File: config.mk
export PLATFORM = sky130hd
export DESIGN_NAME = mc_port_arbiter_flat
export DESIGN_NICKNAME = d
export VERILOG_FILES = /design/src/rtl/mc_port_arbiter_if.sv /design/src/rtl/mc_port_arbiter.sv /design/src/flat_wrapper.sv
export SDC_FILE = /design/constraint.sdc
export NUM_CORES = 1
export LEC_CHECK = 0
export ABC_AREA = 1
export CAP_MARGIN = 15
export CORE_AREA = 8 8 376 378
export CTS_CLUSTER_DIAMETER = 30
export DETAILED_ROUTE_END_ITERATION = 8
export DIE_AREA = 0 0 384 386
export SETUP_SLACK_MARGIN = 0.4
export SYNTH_ARGS = -nofsm -noshare
export SYNTH_HDL_FRONTEND = slang
export SYNTH_SLANG_ARGS = --single-unit
export TNS_END_PERCENT = 20
File: constraint.sdc
create_clock -name clk -period 9.7 [get_ports clk]
set_clock_uncertainty 0.2 [all_clocks]
set_input_delay 0.97 -clock clk [delete_from_list [all_inputs] [get_ports clk]]
set_output_delay 0.97 -clock clk [all_outputs]
set_load 0.02 [all_outputs]
File: src/rtl/mc_port_arbiter_if.sv
// Bus bundle between the requester array, the MC port and mc_port_arbiter.
// Optional statistics outputs are present when MC_ARB_STATS_EN is defined.
interface mc_port_arbiter_if #(
  parameter int unsigned NUM_REQ         = 4,
  parameter int unsigned MC_RTNCTL_WIDTH = 32
);
  // requester side
  logic [NUM_REQ-1:0]                 req_vld;
  logic [3*NUM_REQ-1:0]               req_cmd;
  logic [4*NUM_REQ-1:0]               req_scmd;
  logic [48*NUM_REQ-1:0]              req_vadr;
  logic [2*NUM_REQ-1:0]               req_size;
  logic [MC_RTNCTL_WIDTH*NUM_REQ-1:0] req_rtnctl;
  logic [64*NUM_REQ-1:0]              req_data;
  logic [NUM_REQ-1:0]                 req_stall;
  logic [NUM_REQ-1:0]                 rs_vld;
  logic [2:0]                         rs_cmd;
  logic [3:0]                         rs_scmd;
  logic [MC_RTNCTL_WIDTH-1:0]         rs_rtnctl;
  logic [63:0]                        rs_data;
  logic [NUM_REQ-1:0]                 rs_stall;
  // MC side
  logic                               mc_rq_vld;
  logic [2:0]                         mc_rq_cmd;
  logic [3:0]                         mc_rq_scmd;
  logic [47:0]                        mc_rq_vadr;
  logic [1:0]                         mc_rq_size;
  logic [MC_RTNCTL_WIDTH-1:0]         mc_rq_rtnctl;
  logic [63:0]                        mc_rq_data;
  logic                               mc_rq_flush;
  logic                               mc_rq_stall;
  logic                               mc_rs_vld;
  logic [2:0]                         mc_rs_cmd;
  logic [3:0]                         mc_rs_scmd;
  logic [MC_RTNCTL_WIDTH-1:0]         mc_rs_rtnctl;
  logic [63:0]                        mc_rs_data;
  logic                               mc_rs_stall;
`ifdef MC_ARB_STATS_EN
  logic [64*NUM_REQ-1:0]              grant_cnt;
  logic [63:0]                        mc_stall_cnt;
`endif

  modport slave (
`ifdef MC_ARB_STATS_EN
    output grant_cnt, mc_stall_cnt,
`endif
    input  req_vld, req_cmd, req_scmd, req_vadr, req_size, req_rtnctl, req_data, rs_stall,
    output req_stall, rs_vld, rs_cmd, rs_scmd, rs_rtnctl, rs_data,
    output mc_rq_vld, mc_rq_cmd, mc_rq_scmd, mc_rq_vadr, mc_rq_size, mc_rq_rtnctl, mc_rq_data,
    output mc_rq_flush, mc_rs_stall,
    input  mc_rq_stall, mc_rs_vld, mc_rs_cmd, mc_rs_scmd, mc_rs_rtnctl, mc_rs_data
  );

  modport master (
`ifdef MC_ARB_STATS_EN
    input  grant_cnt, mc_stall_cnt,
`endif
    output req_vld, req_cmd, req_scmd, req_vadr, req_size, req_rtnctl, req_data, rs_stall,
    input  req_stall, rs_vld, rs_cmd, rs_scmd, rs_rtnctl, rs_data,
    input  mc_rq_vld, mc_rq_cmd, mc_rq_scmd, mc_rq_vadr, mc_rq_size, mc_rq_rtnctl, mc_rq_data,
    input  mc_rq_flush, mc_rs_stall,
    output mc_rq_stall, mc_rs_vld, mc_rs_cmd, mc_rs_scmd, mc_rs_rtnctl, mc_rs_data
  );
endinterface

File: src/rtl/mc_port_arbiter.sv
// Round-robin sharing of one Convey MC port among NUM_REQ requesters; requester ID rides in the
// top rtnctl bits and steers responses back. Define MC_ARB_STATS_EN to add grant/stall counters.
module mc_port_arbiter #(
  parameter int unsigned NUM_REQ         = 4,
  parameter int unsigned ID_WID          = 2,
  parameter int unsigned MC_RTNCTL_WIDTH = 32
) (
  input  logic              clk,
  input  logic              reset,
  mc_port_arbiter_if.slave  bus
);
  localparam int unsigned LOW_W = MC_RTNCTL_WIDTH - ID_WID;
  localparam int unsigned CW    = ID_WID + 1;

  logic [ID_WID-1:0]          ptr;
  logic                       can_load;
  logic [NUM_REQ-1:0]         grant;
  logic                       found;
  logic [ID_WID-1:0]          gnt_idx;
  logic [CW-1:0]              cand;
  logic [2:0]                 sel_cmd;
  logic [3:0]                 sel_scmd;
  logic [47:0]                sel_vadr;
  logic [1:0]                 sel_size;
  logic [MC_RTNCTL_WIDTH-1:0] sel_rtnctl;
  logic [63:0]                sel_data;
  logic [NUM_REQ-1:0]         rs_hit;
  logic                       unused_rtnctl_id;

  logic                       rq_vld;
  logic [2:0]                 rq_cmd;
  logic [3:0]                 rq_scmd;
  logic [47:0]                rq_vadr;
  logic [1:0]                 rq_size;
  logic [MC_RTNCTL_WIDTH-1:0] rq_rtnctl;
  logic [63:0]                rq_data;
  logic [NUM_REQ-1:0]         rs_vld_q;
  logic [2:0]                 rs_cmd_q;
  logic [3:0]                 rs_scmd_q;
  logic [MC_RTNCTL_WIDTH-1:0] rs_rtnctl_q;
  logic [63:0]                rs_data_q;

  assign can_load = !rq_vld || !bus.mc_rq_stall;

  // Round-robin search starting at ptr, wrapping at NUM_REQ-1
  always_comb begin
    grant   = '0;
    found   = 1'b0;
    gnt_idx = '0;
    cand    = '0;
    if (can_load && !reset) begin
      for (int k = 0; k < NUM_REQ; k++) begin
        cand = CW'(ptr) + CW'(k);
        if (cand >= CW'(NUM_REQ)) cand = cand - CW'(NUM_REQ);
        if (!found && bus.req_vld[cand[ID_WID-1:0]]) begin
          found   = 1'b1;
          gnt_idx = cand[ID_WID-1:0];
        end
      end
    end
    if (found) grant[gnt_idx] = 1'b1;
  end

  // Field mux for the granted requester
  always_comb begin
    sel_cmd    = '0;
    sel_scmd   = '0;
    sel_vadr   = '0;
    sel_size   = '0;
    sel_rtnctl = '0;
    sel_data   = '0;
    for (int i = 0; i < NUM_REQ; i++) begin
      if (grant[i]) begin
        sel_cmd    = bus.req_cmd[3*i +: 3];
        sel_scmd   = bus.req_scmd[4*i +: 4];
        sel_vadr   = bus.req_vadr[48*i +: 48];
        sel_size   = bus.req_size[2*i +: 2];
        sel_rtnctl = bus.req_rtnctl[MC_RTNCTL_WIDTH*i +: MC_RTNCTL_WIDTH];
        sel_data   = bus.req_data[64*i +: 64];
      end
    end
  end

  // Requester-owned ID bits are overwritten, so their inbound values are intentionally dropped
  always_comb begin
    unused_rtnctl_id = 1'b0;
    for (int i = 0; i < NUM_REQ; i++)
      unused_rtnctl_id = unused_rtnctl_id ^ (^bus.req_rtnctl[MC_RTNCTL_WIDTH*i+LOW_W +: ID_WID]);
  end

  // Response decode; IDs with no matching requester produce no hit and are dropped
  always_comb begin
    rs_hit = '0;
    for (int i = 0; i < NUM_REQ; i++)
      rs_hit[i] = bus.mc_rs_vld && (bus.mc_rs_rtnctl[MC_RTNCTL_WIDTH-1 -: ID_WID] == ID_WID'(i));
  end

  always_ff @(posedge clk or posedge reset) begin
    if (reset) begin
      ptr       <= '0;
      rq_vld    <= 1'b0;
      rq_cmd    <= '0;
      rq_scmd   <= '0;
      rq_vadr   <= '0;
      rq_size   <= '0;
      rq_rtnctl <= '0;
      rq_data   <= '0;
    end else if (can_load) begin
      rq_vld <= found;
      if (found) begin
        ptr       <= (gnt_idx == ID_WID'(NUM_REQ - 1)) ? '0 : gnt_idx + ID_WID'(1);
        rq_cmd    <= sel_cmd;
        rq_scmd   <= sel_scmd;
        rq_vadr   <= sel_vadr;
        rq_size   <= sel_size;
        rq_rtnctl <= {gnt_idx, sel_rtnctl[LOW_W-1:0]};
        rq_data   <= sel_data;
      end
    end
  end

  always_ff @(posedge clk or posedge reset) begin
    if (reset) begin
      rs_vld_q    <= '0;
      rs_cmd_q    <= '0;
      rs_scmd_q   <= '0;
      rs_rtnctl_q <= '0;
      rs_data_q   <= '0;
    end else begin
      rs_vld_q <= rs_hit;
      if (|rs_hit) begin
        rs_cmd_q    <= bus.mc_rs_cmd;
        rs_scmd_q   <= bus.mc_rs_scmd;
        rs_rtnctl_q <= {{ID_WID{1'b0}}, bus.mc_rs_rtnctl[LOW_W-1:0]};
        rs_data_q   <= bus.mc_rs_data;
      end
    end
  end

`ifdef MC_ARB_STATS_EN
  logic [63:0] gcnt [NUM_REQ];
  logic [63:0] scnt;

  always_ff @(posedge clk or posedge reset) begin
    if (reset) begin
      for (int i = 0; i < NUM_REQ; i++) gcnt[i] <= '0;
      scnt <= '0;
    end else begin
      for (int i = 0; i < NUM_REQ; i++)
        if (grant[i]) gcnt[i] <= gcnt[i] + 64'd1;
      if (rq_vld && bus.mc_rq_stall) scnt <= scnt + 64'd1;
    end
  end

  always_comb begin
    bus.grant_cnt = '0;
    for (int i = 0; i < NUM_REQ; i++) bus.grant_cnt[64*i +: 64] = gcnt[i];
  end
  assign bus.mc_stall_cnt = scnt;
`endif

  assign bus.req_stall    = reset ? '1 : ~grant;
  assign bus.mc_rq_vld    = rq_vld;
  assign bus.mc_rq_cmd    = rq_cmd;
  assign bus.mc_rq_scmd   = rq_scmd;
  assign bus.mc_rq_vadr   = rq_vadr;
  assign bus.mc_rq_size   = rq_size;
  assign bus.mc_rq_rtnctl = rq_rtnctl;
  assign bus.mc_rq_data   = rq_data;
  assign bus.mc_rq_flush  = 1'b0;
  assign bus.mc_rs_stall  = |bus.rs_stall;
  assign bus.rs_vld       = rs_vld_q;
  assign bus.rs_cmd       = rs_cmd_q;
  assign bus.rs_scmd      = rs_scmd_q;
  assign bus.rs_rtnctl    = rs_rtnctl_q;
  assign bus.rs_data      = rs_data_q;
endmodule

File: src/flat_wrapper.sv
// flat-port wrapper written by rule: the top's interface ports become plain ports
module mc_port_arbiter_flat 
#(
  parameter int unsigned NUM_REQ         = 4,
  parameter int unsigned ID_WID          = 2,
  parameter int unsigned MC_RTNCTL_WIDTH = 32
)
  (clk, reset, bus_req_vld, bus_req_cmd, bus_req_scmd, bus_req_vadr, bus_req_size, bus_req_rtnctl, bus_req_data, bus_rs_stall, bus_req_stall, bus_rs_vld, bus_rs_cmd, bus_rs_scmd, bus_rs_rtnctl, bus_rs_data, bus_mc_rq_vld, bus_mc_rq_cmd, bus_mc_rq_scmd, bus_mc_rq_vadr, bus_mc_rq_size, bus_mc_rq_rtnctl, bus_mc_rq_data, bus_mc_rq_flush, bus_mc_rs_stall, bus_mc_rq_stall, bus_mc_rs_vld, bus_mc_rs_cmd, bus_mc_rs_scmd, bus_mc_rs_rtnctl, bus_mc_rs_data);
  mc_port_arbiter_if #(.NUM_REQ(NUM_REQ), .MC_RTNCTL_WIDTH(MC_RTNCTL_WIDTH)) bus_i ();
  input  logic clk;
  input  logic reset;
  input wire logic [$bits(bus_i.req_vld)-1:0] bus_req_vld;
  input wire logic [$bits(bus_i.req_cmd)-1:0] bus_req_cmd;
  input wire logic [$bits(bus_i.req_scmd)-1:0] bus_req_scmd;
  input wire logic [$bits(bus_i.req_vadr)-1:0] bus_req_vadr;
  input wire logic [$bits(bus_i.req_size)-1:0] bus_req_size;
  input wire logic [$bits(bus_i.req_rtnctl)-1:0] bus_req_rtnctl;
  input wire logic [$bits(bus_i.req_data)-1:0] bus_req_data;
  input wire logic [$bits(bus_i.rs_stall)-1:0] bus_rs_stall;
  output wire logic [$bits(bus_i.req_stall)-1:0] bus_req_stall;
  output wire logic [$bits(bus_i.rs_vld)-1:0] bus_rs_vld;
  output wire logic [$bits(bus_i.rs_cmd)-1:0] bus_rs_cmd;
  output wire logic [$bits(bus_i.rs_scmd)-1:0] bus_rs_scmd;
  output wire logic [$bits(bus_i.rs_rtnctl)-1:0] bus_rs_rtnctl;
  output wire logic [$bits(bus_i.rs_data)-1:0] bus_rs_data;
  output wire logic [$bits(bus_i.mc_rq_vld)-1:0] bus_mc_rq_vld;
  output wire logic [$bits(bus_i.mc_rq_cmd)-1:0] bus_mc_rq_cmd;
  output wire logic [$bits(bus_i.mc_rq_scmd)-1:0] bus_mc_rq_scmd;
  output wire logic [$bits(bus_i.mc_rq_vadr)-1:0] bus_mc_rq_vadr;
  output wire logic [$bits(bus_i.mc_rq_size)-1:0] bus_mc_rq_size;
  output wire logic [$bits(bus_i.mc_rq_rtnctl)-1:0] bus_mc_rq_rtnctl;
  output wire logic [$bits(bus_i.mc_rq_data)-1:0] bus_mc_rq_data;
  output wire logic [$bits(bus_i.mc_rq_flush)-1:0] bus_mc_rq_flush;
  output wire logic [$bits(bus_i.mc_rs_stall)-1:0] bus_mc_rs_stall;
  input wire logic [$bits(bus_i.mc_rq_stall)-1:0] bus_mc_rq_stall;
  input wire logic [$bits(bus_i.mc_rs_vld)-1:0] bus_mc_rs_vld;
  input wire logic [$bits(bus_i.mc_rs_cmd)-1:0] bus_mc_rs_cmd;
  input wire logic [$bits(bus_i.mc_rs_scmd)-1:0] bus_mc_rs_scmd;
  input wire logic [$bits(bus_i.mc_rs_rtnctl)-1:0] bus_mc_rs_rtnctl;
  input wire logic [$bits(bus_i.mc_rs_data)-1:0] bus_mc_rs_data;
  assign bus_i.req_vld = bus_req_vld;
  assign bus_i.req_cmd = bus_req_cmd;
  assign bus_i.req_scmd = bus_req_scmd;
  assign bus_i.req_vadr = bus_req_vadr;
  assign bus_i.req_size = bus_req_size;
  assign bus_i.req_rtnctl = bus_req_rtnctl;
  assign bus_i.req_data = bus_req_data;
  assign bus_i.rs_stall = bus_rs_stall;
  assign bus_req_stall = bus_i.req_stall;
  assign bus_rs_vld = bus_i.rs_vld;
  assign bus_rs_cmd = bus_i.rs_cmd;
  assign bus_rs_scmd = bus_i.rs_scmd;
  assign bus_rs_rtnctl = bus_i.rs_rtnctl;
  assign bus_rs_data = bus_i.rs_data;
  assign bus_mc_rq_vld = bus_i.mc_rq_vld;
  assign bus_mc_rq_cmd = bus_i.mc_rq_cmd;
  assign bus_mc_rq_scmd = bus_i.mc_rq_scmd;
  assign bus_mc_rq_vadr = bus_i.mc_rq_vadr;
  assign bus_mc_rq_size = bus_i.mc_rq_size;
  assign bus_mc_rq_rtnctl = bus_i.mc_rq_rtnctl;
  assign bus_mc_rq_data = bus_i.mc_rq_data;
  assign bus_mc_rq_flush = bus_i.mc_rq_flush;
  assign bus_mc_rs_stall = bus_i.mc_rs_stall;
  assign bus_i.mc_rq_stall = bus_mc_rq_stall;
  assign bus_i.mc_rs_vld = bus_mc_rs_vld;
  assign bus_i.mc_rs_cmd = bus_mc_rs_cmd;
  assign bus_i.mc_rs_scmd = bus_mc_rs_scmd;
  assign bus_i.mc_rs_rtnctl = bus_mc_rs_rtnctl;
  assign bus_i.mc_rs_data = bus_mc_rs_data;
  mc_port_arbiter #(.NUM_REQ(NUM_REQ), .ID_WID(ID_WID), .MC_RTNCTL_WIDTH(MC_RTNCTL_WIDTH)) u_core (.clk(clk), .reset(reset), .bus(bus_i));
endmodule
* Word level (Yosys, flattened, before mapping)
Index checks and enable logic that the tools add are counted.
Word-level totals: bits in registers 261, input port bits 727
Operators by class: add/sub/neg operators 8, magnitude comparators 10, equal/unequal tests 4, muxes and demuxes 58, bitwise operators 1, reduce and logical (&&, ||, !) cells 20
Operator list (number):
- $mux W64 | 4
- $mux W48 | 4
- $mux W30 | 4
- $mux W2 | 18
- $mux W4 | 6
- $lt A2 B3 Y1 const B | 5
- $mux W1 | 13
- $mux W3 | 4
- $ge A3 B3 Y1 const B | 3
- $logic_and A1 B1 Y1 | 9
- $bmux W1 S2 | 4
- $reduce_or A4 Y1 | 2
- $sub A2 B1 Y2 const B | 4
- $add A2 B2 Y3 const B | 2
- $eq A2 B2 Y1 const B | 3
- $logic_not A1 Y1 | 6
- $not A4 Y4 | 1
- $add A2 B1 Y3 const B | 1
- $ge A2 B3 Y1 const B | 1
- $add A2 B1 Y2 const B | 1
- $demux W1 S2 | 1
- $eq A2 B1 Y1 const B | 1
- $ge A2 B1 Y1 const B | 1
- $logic_not A2 Y1 | 1
- other kinds (2) | 2

* Longest topological paths before layout
Gate-level depths: netlist (run 1).
depth after elaboration 29, mapped depth 23, gate-level depth less buffers 19

* Least setup slack after synthesis (run 1)
No wires, ideal clock.
kind in2out, start in reset, end out bus_req_stall[2], arrival 3048 ps, path slack 5482 ps, stages on the path 12, path buffers 5, cells stage by stage a21oi_1 -> clkbuf_1 -> clkbuf_1 -> o21ai_0 -> inv_1 -> nand2_1 -> inv_1 -> ha_1 -> clkbuf_1 -> nand2_4 -> buf_6 -> buf_4
Between the ends: word-level cells in the longest chain between the ends 10, elaborated cells between the ends (all ways) 12, classes of those cells 2 x order compare; 6 x mux; 1 x bitwise; 3 x reduce/logical
RTL lines:
- start, declared | line flat_wrapper.sv:11 | input logic reset;
- $logic_not A1 Y1 (*) | line mc_port_arbiter.sv:51 | if (can_load && !reset) begin
- $logic_and A1 B1 Y1 (*) | line mc_port_arbiter.sv:51
- $mux W2 (*) | line mc_port_arbiter.sv:51
- via u_core.gnt_idx[1] | line mc_port_arbiter.sv:19 | logic [ID_WID-1:0] gnt_idx;
- $lt A2 B3 Y1 (not written as such) or $ge A2 B1 Y1 (tied branches) | line mc_port_arbiter.sv:61 | if (found) grant[gnt_idx] = 1'b1;
- $logic_and A1 B1 Y1 (not written as such) | line mc_port_arbiter.sv:61
- $mux W1 (not written as such) | line mc_port_arbiter.sv:61
- $demux W1 S2 (*)
- $mux W4 (*) | line mc_port_arbiter.sv:61
- $not A4 Y4 (*) | line mc_port_arbiter.sv:162 | assign bus.req_stall = reset ? '1 : ~grant;
- $mux W4 (*) | line mc_port_arbiter.sv:162
- end, declared | line flat_wrapper.sv:20 | output wire logic [$bits(bus_i.req_stall)-1:0] bus_req_stall;
The timed path passes the listed nets; every way through them passes the cells marked *.

* Worst setup path in the final report (run 1)
start in bus_req_vld[0], end out bus_req_stall[1]
Between the ends: word-level cells in the longest chain between the ends 23, elaborated cells between the ends (all ways) 35, classes of those cells 2 x order compare; 25 x mux; 1 x bitwise; 7 x reduce/logical
RTL lines:
- start, declared | line flat_wrapper.sv:12 | input wire logic [$bits(bus_i.req_vld)-1:0] bus_req_vld;
- $bmux W1 S2 | line mc_port_arbiter.sv:55 | if (!found && bus.req_vld[cand[ID_WID-1:0]]) begin
- $mux W1 (not written as such) | line mc_port_arbiter.sv:55
- $mux W1 | line mc_port_arbiter.sv:55
- $mux W1 | line mc_port_arbiter.sv:51
- $logic_not A1 Y1 | line mc_port_arbiter.sv:55
- $logic_and A1 B1 Y1 | line mc_port_arbiter.sv:55
- $mux W1 | line mc_port_arbiter.sv:55
- $mux W1 | line mc_port_arbiter.sv:51
- [... 8 more ...]
- via u_core.gnt_idx[0] | line mc_port_arbiter.sv:19
- $lt A2 B3 Y1 (not written as such) or $ge A2 B1 Y1 (tied branches) | line mc_port_arbiter.sv:61
- $logic_and A1 B1 Y1 (not written as such) | line mc_port_arbiter.sv:61
- $mux W1 (not written as such) | line mc_port_arbiter.sv:61
- $demux W1 S2 (*)
- $mux W4 (*) | line mc_port_arbiter.sv:61
- $not A4 Y4 (*) | line mc_port_arbiter.sv:162
- $mux W4 (*) | line mc_port_arbiter.sv:162
The timed path passes the listed nets; every way through them passes the cells marked *. The select of a mux whose other input is x is not followed.

==> summary.txt, run 1 <==
Setup path
  – Setup crit start kind: input port
  – Critical Path Sink Type: output pin
  – Crit path cell chain: clkdlybuf4s50_1 -> inv_1 -> o21ai_0 -> o21ai_1 -> nand3_4 -> nand2_8 -> inv_2 -> nand2_1 -> inv_1 -> ha_4 -> inv_1 -> nor2_2 -> inv_1 -> clkdlybuf4s50_1
  – R2R cell count: 20
  – CP Class: input port to output pin
  – R2r endpoint: u_core.bus.mc_rq_data[29]
  – Crit-path slowest cell: nor2_2
  – Most frequent CP cell: inv_1
  – Arrival time worst endpoint: 5510 ps
  – Worst R2R Start: u_core.ptr[0]
  – Worst endpoint required time: 8530 ps
  – Internal reg-to-reg setup slack: 3870 ps
  – Worst path max stage delay: 730 ps
  – CP Max Fanout: 52
  – CP top delay family: buffers and inverters
  – Buf/Inv on CP: 7

Yosys
  – Mapped Area: 0.0185 mm²
  – Yosys reg bits: 261
  – Leading area contributor after synthesis: dfrtp_1
  – Syn. warnings: 0
  – Main area contributors after synthesis: dfrtp_1 35%, nand2_1 27%, nand4_1 14%
  – Fraction of the yosys area taken by sequential cells: 35.2%
  – Cells after Synth: 3092
  – Synth Area per Inst: 6.00 µm²
  – Yosys cell types: 28
  – Share of the synthesized area in the top cell type: 35.2%

Global routing
  – First-pass GRT wire length: 171000 µm
  – Met1 usage: 18.1%
  – Global Route met2 Usage: 26.5%
  – Largest net degree at the start of global routing: 180
  – GRT Total Usage: 15.7%
  – Vias in the first global route: 23500
  – Initial antenna violation count: 58
  – M3 GR Usage: 5.53%
  – GR Overflow Total: 0
  – GR peak layer: met2

Hold path
  – Hold depth: 2
  – Hold path endpoint: u_core.bus.rs_rtnctl[23]
  – Worst Hold Class: flop to flop
  – Hold Crit Start: u_core.bus.rs_rtnctl[23]

Floorplanning
  – Initial Util: 13.7%
  – Die width: 384 µm
  – Die area: 0.148 mm²
  – Die H: 386 µm
  – Std cell rows: 135
  – Core footprint: 0.135 mm²
  – # IOs: 994

Routing
  – DRT antenna net count: 0
  – Drt first pass iters: 6
  – Final wirelength: 123000 µm
  – Vias per cell: 4.09
  – Vias: 23800
  – DR WL/cell: 21.2 µm
  – Initial DRC count: 1709
  – # DRC: 0

Pwr
  – Switching share of power: 44.3%
  – Logic pwr share: 47.9%
  – Sequential Power Share: 17.1%
  – Switching Power: 3.88 mW
  – Clk pwr share: 35.0%
  – Internal: 4.87 mW
  – Leak pwr: 16.6 nW
  – VDD IR-drop max: 0.000160 V
  – PwrDens: 264 mW/mm²

Timing
  – Final worst path period share: 68.9%
  – Final worst slack: 3020 ps
  – Setup TNS: 0 ps
  – Slew @ Worst Pin: 1200 ps
  – Max Clk Rate: 150 MHz
  – Final setup violation count: 0
  – Max-slew headroom: 19.8%
  – Post-route minimum period: 6680 ps
  – Slew Limit Fails: 0
  – RSZ-0062 raised after global routing: false
  – Final hold violation count: 0

Run status
  – Status: finished clean

CTS
  – Worst skew pair latency: 670 ps
  – Clk slew on worst S/H paths: 40 ps
  – CTS buffer count: 93
  – Post-CTS setup buffers: 0
  – Clk root buf: clkbuf_16
  – # resized after CTS: 0
  – CTS Sinks: 261
  – CTS tree: built
  – Hold-fix buffers, CTS: 0
  – Clk buf depth: 3
  – H-tree levels: 3

Finish
  – Layout cell share with drive strength beyond 1: 4.73%
  – Commonest non-fill, non-tap cells in the layout: 1314 x nand2_1, 981 x clkdlybuf4s50_1, 412 x nand4_1, 369 x nor2_1, 357 x inv_1
  – Most common cell after layout, fill and taps aside: nand2_1
  – # fillers: 14900
  – Fin nets: 4673
  – Post-route cell area: 0.0331 mm²
  – Layout area overhead: 78.5%

Job
  – Max_cap viols: 0

Place
  – Detail Placement HPWL: 93300 µm
  – Placed cell area: 0.0299 mm²
  – Setup WS pre-CTS: 2920 ps
  – Port bufs: 982
  – Final GP Congestion: 0.883
## synth_stat cells, drive strengths merged
| cell | n |
|---|---|
| or4 | 1 |
| o2111ai | 1 |
| dfrtp | 261 |
| clkinv | 1 |
| o21ai | 4 |
| clkbuf | 137 |
| ha | 4 |
| nand3 | 73 |
| nand2 | 1318 |
| xor2 | 1 |
| nor2 | 372 |
| nand4 | 412 |
| and2 | 1 |
| nor3 | 4 |
| conb | 1 |
| inv | 363 |
| a21oi | 17 |
| buf | 121 |
## kinds of logic after synthesis
kind of cell | after synthesis | share of synthesized area [%]
flops | 261 | 35.2
compound gates | 22 | 0.614
xor+xnor | 1 | 0.0472
other cells | 1 | 0.0202
fa+ha+maj | 4 | 0.270
simple gates | 2181 | 50.4
buf+inv | 622 | 13.4
## worst max-delay path by stage
| stage | from | to | slack, ps | cells past startpoint |
|---|---|---|---|---|
| 5_1_grt | bus_req_vld[1] | bus_req_stall[1] | 2620 | 15 |
| 4_1_cts | bus_req_vld[1] | bus_req_stall[1] | 2890 | 15 |
| 6_report | bus_req_vld[0] | bus_req_stall[1] | 3020 | 14 |
| 3_5_place_dp | bus_req_vld[1] | bus_req_stall[1] | 2920 | 15 |
| 3_3_place_gp | bus_req_vld[0] | bus_req_stall[1] | 2930 | 15 |
| 2_1_floorplan | reset | u_core.bus.mc_rq_cmd[0] | 1350 | 1 |
## layer usage
layer,up-vias,wire (µm)
li1,11400,-
met2,1061,60100
met3,239,11600
met1,11100,47400
met4,14,4170
met5,-,76
## power groups by stage
stage / registers (mW) / clock network (mW) / logic (mW)
5_1_grt: 1.52 / 3.19 / 4.59
3_5_place_dp: 1.49 / 0 / 4.23
3_3_place_gp: 1.49 / 0 / 4.20
2_1_floorplan: 1.76 / 0 / 2.14
4_1_cts: 1.49 / 3.13 / 4.25
6_report: 1.49 / 3.06 / 4.19
## per-stage QoR
stage	hold WS, ps	std cells	total power, mW	util (%)
4_1_cts	268	5795	8.86	24.5
2_1_floorplan	384	3094	3.90	-
5_1_grt	287	5809	9.30	24.5
3_5_place_dp	258	5628	5.72	22.1
3_3_place_gp	254	5628	5.69	22.1
6_report	266	5811	8.75	24.5
## worst reg2reg max path, stage by stage, from the launching register on
cell	delay, ps
dfrtp_1	500
inv_4	150
nand2_1	60
nand2_1	100
nand2_1	70
and2_1	190
nand3_4	460
nand2_8	280
inv_2	320
nand2_1	240
inv_1	190
ha_4	550
buf_4	650
buf_4	900
nor2_1	140
nand4_1	130
nand2_1	80
nand2_1	60
nand2_1	250
nand2_1	130
nand2_1	50
## sequential cells by signal (all words and copies together), names as in the netlist
signal	flops
u_core.bus.mc_rq_data	64
u_core.bus.mc_rq_size	2
u_core.bus.mc_rq_rtnctl	32
u_core.bus.rs_rtnctl	30
u_core.bus.rs_cmd	3
u_core.bus.rs_vld	4
u_core.bus.mc_rq_cmd	3
u_core.bus.mc_rq_vadr	48
u_core.bus.rs_data	64
u_core.bus.mc_rq_vld	1
u_core.bus.mc_rq_scmd	4
u_core.bus.rs_scmd	4
u_core.ptr	2
## area by class of cell
class                           instances  area [µm²]  area share [%]
Tap cell                             1781        2230            6.73
Multi-Input combinational cell       2211        9610            29.0
Antenna cell                           16        40.0           0.121
Timing Repair Buffer                 1011       10100            30.5
Sequential cell                       261        6530            19.7
Inverter                              364        1380            4.18
Clock buffer                          136        2670            8.07
Clock inverter                         31         536            1.62
(Power assumes the default switching activity.)
==> run 2, diff against run 1 <==
--- a/config.mk
+++ b/config.mk
@@ -7,10 +7,10 @@
 export LEC_CHECK = 0
 export ABC_AREA = 1
 export CAP_MARGIN = 15
-export CORE_AREA = 8 8 376 378
+export CORE_AREA = 8 8 380 382
 export CTS_CLUSTER_DIAMETER = 30
 export DETAILED_ROUTE_END_ITERATION = 8
-export DIE_AREA = 0 0 384 386
+export DIE_AREA = 0 0 388 390
 export SETUP_SLACK_MARGIN = 0.4
 export SYNTH_ARGS = -nofsm -noshare
 export SYNTH_HDL_FRONTEND = slang
==> constraint.sdc (replaced) <==
create_clock -name clk -period 5.79 [get_ports clk]
set_clock_uncertainty 0.2 [all_clocks]
set_input_delay 0.579 -clock clk [delete_from_list [all_inputs] [get_ports clk]]
set_output_delay 0.579 -clock clk [all_outputs]
set_load 0.02 [all_outputs]
==> run 2 against run 1 <==
Compared with the run above: register-to-register slack got worse by 2100 ps; die area rose by 2.1%; combinational power is 70% higher; critical endpoint is now bus_req_stall[2].
==> summary.txt, run 2 (synthesis results as in run 1) <==
Setup path
  – Buf/Inv on CP: 4 (-3)
  – Crit path cell chain: inv_4 -> nand2_1 -> nand2_1 -> nand2_1 -> nand2_1 -> nor2_2 -> nand2_1 -> o21ai_0 -> inv_1 -> nand2_1 -> inv_1 -> ha_4 -> nand2_8 -> clkdlybuf4s50_1
  – CP Max Fanout: 43 (-17%)
  – Levels on crit path: 14 (unchanged)
  – CP top delay family: simple AND/OR/NAND/NOR gates
  – Worst setup endpoint: bus_req_stall[2]
  – Crit-path slowest cell: clkdlybuf4s50_1
  – Setup crit start kind: flop
  – R2R cell count: 18 (-10%)
  – Worst path max stage delay: 720 ps (about the same)
  – Worst R2R Start: u_core.ptr[0]
  – CP startpoint: u_core.ptr[0]
  – Most frequent CP cell: nand2_1
  – Critical Path Sink Type: output pin
  – CP Class: flop to output pin
  – Arrival time worst endpoint: 3900 ps (-1610 ps)
  – Worst endpoint required time: 5010 ps (-3520 ps)
  – Internal reg-to-reg setup slack: 1730 ps (-2140 ps)
  – R2r endpoint: u_core.bus.mc_rq_vadr[1]

Finish
  – # fillers: 15400 (+3.0%)
  – Most common cell after layout, fill and taps aside: nand2_1
  – Commonest non-fill, non-tap cells in the layout: 1315 x nand2_1, 981 x clkdlybuf4s50_1, 412 x nand4_1, 369 x nor2_1, 357 x inv_1
  – Fin nets: 4681 (+0.17%)
  – Layout cell share with drive strength beyond 1: 5.32% (+0.58 points)
  – Fin util: 24.0% (-0.49 points)
  – Layout area overhead: 79.6%

Pwr
  – PwrDens: 439 mW/mm² (+66%)
  – Final Power: 14.6 mW (+67%)
  – Leak pwr: 16.6 nW (+0.39%)
  – VDD IR-drop max: 0.000469 V (+190%)

Floorplanning
  – Die width: 388 µm (+1.0%)
  – # IOs: 994 (unchanged)
  – Die area: 0.151 mm² (+2.1%)
  – Die H: 390 µm (+1.0%)
  – Initial Util: 13.4% (-0.35 points)
  – Std cell rows: 137 (+1.5%)
  – Core footprint: 0.139 mm² (+2.6%)

Timing
  – Setup TNS: 0 ps (unchanged)
  – Slew @ Worst Pin: 1210 ps (+10.7 ps)
  – RSZ-0062 raised after global routing: false
  – Max-slew headroom: 19.1% (-0.71 points)
  – Final worst path period share: 80.8%
  – Final hold violation count: 0 (unchanged)
  – Final setup violation count: 0 (unchanged)
  – Max Clk Rate: 214 MHz
  – Post-route minimum period: 4680 ps
  – Slew Limit Fails: 0 (unchanged)

CTS
  – Hold-fix buffers, CTS: 0 (unchanged)
  – Worst skew pair latency: 660 ps (about the same)
  – Post-CTS setup buffers: 0 (unchanged)
  – # resized after CTS: 0 (unchanged)
  – Clk slew on worst S/H paths: 50 ps (about the same)
  – H-tree levels: 3 (unchanged)
  – CTS Sinks: 261 (unchanged)
  – CTS tree: built
  – Clk buf depth: 3 (unchanged)
  – Clk root buf: clkbuf_16
  – CTS buffer count: 89 (-4.3%)

Routing
  – # DRC: 0 (unchanged)
  – Final wirelength: 121000 µm (-1.7%)
  – Initial DRC count: 2008 (+17%)
  – Vias per cell: 4.07 (-0.47%)
  – Vias: 23900 (+0.50%)
  – DR WL/cell: 20.7 µm (-2.6%)
  – Drt first pass iters: 5 (-1)
  – DRT antenna net count: 0 (unchanged)

Global routing
  – GRT Total Usage: 15.0% (-0.63 points)
  – Largest net degree at the start of global routing: 172 (-4.4%)
  – Initial antenna violation count: 67 (+16%)
  – Vias in the first global route: 23600 (+0.59%)
  – First-pass GRT wire length: 169000 µm (-1.1%)
  – GR Overflow Total: 0 (unchanged)

Hold path
  – Worst Hold Class: input port to flop

Place
  – Port bufs: 982 (unchanged)
  – Detail Placement HPWL: 92200 µm (-1.1%)
  – Final GP Congestion: 0.893 (+1.2%)

Run status
  – Status: finished clean

Job
  – Max_cap viols: 0 (unchanged)
==> run 2: cell types whose count changed in the layout (fill, tap and decap cells not counted), sizes merged, moves of 4 or more <==
| cell | before | now |
|---|---|---|
| diode | 16 | 37 |
| buf | 30 | 42 |
| clkbuf | 136 | 124 |
| clkinv | 19 | 29 |
| clkinvlp | 0 | 4 |
==> run 2: tightest hold or removal path, stage by stage <==
cell and delay, ps:
clkdlybuf4s50_1 390, nand2_1 60, nand2_1 40
==> run 2: final cells by class <==
cell class	instances	area [µm²]	area share (%)
diodes	37	92.6	0.278
well taps	1807	2260	6.79
flip-flops and latches	261	6530	19.6
clock buffers	124	2600	7.81
repair buffers	1023	10200	30.8
clock inverters	41	578	1.74
multi-input cells	2211	9610	28.9
inverters	364	1380	4.15
==> run 2: layer usage <==
metal	global-route usage, %	up-vias	routed length [µm]
met5	0	-	104
met4	9.37	18	6870
met3	6.26	260	13000
met2	23.6	1149	55800
met1	17.0	11000	45400
li1	-	11500	-
==> run 2: worst min path at each step <==
stage / startpoint / to / depth (start not counted)
5_1_grt: bus_mc_rs_data[33] / u_core.bus.rs_data[33] / 3
2_1_floorplan: u_core.bus.rs_cmd[0] / u_core.bus.rs_cmd[0] / 2
4_1_cts: bus_mc_rs_rtnctl[12] / u_core.bus.rs_rtnctl[12] / 3
3_5_place_dp: u_core.bus.rs_rtnctl[24] / u_core.bus.rs_rtnctl[24] / 2
6_report: bus_mc_rs_rtnctl[12] / u_core.bus.rs_rtnctl[12] / 3
3_3_place_gp: u_core.bus.rs_data[19] / u_core.bus.rs_data[19] / 2
==> run 2: power breakdown <==
group | switching, mW | internal (mW)
Combinational | 4.76 | 2.35
Clock | 1.55 | 3.48
Sequential | 0.246 | 2.25
Total | 6.56 | 8.08
==> run 2: metrics by stage <==
stage               setup slack (ps)  std cells  instance area [µm²]  hold WS, ps
detailed placement              1270       5666                30000          257
finish                          1110       5868                33300          208
CTS                             1010       5831                33200          148
global route                     804       5855                33300          186
floorplan                       1570       3094                18600          384
global placement                1330       5666                30000          253
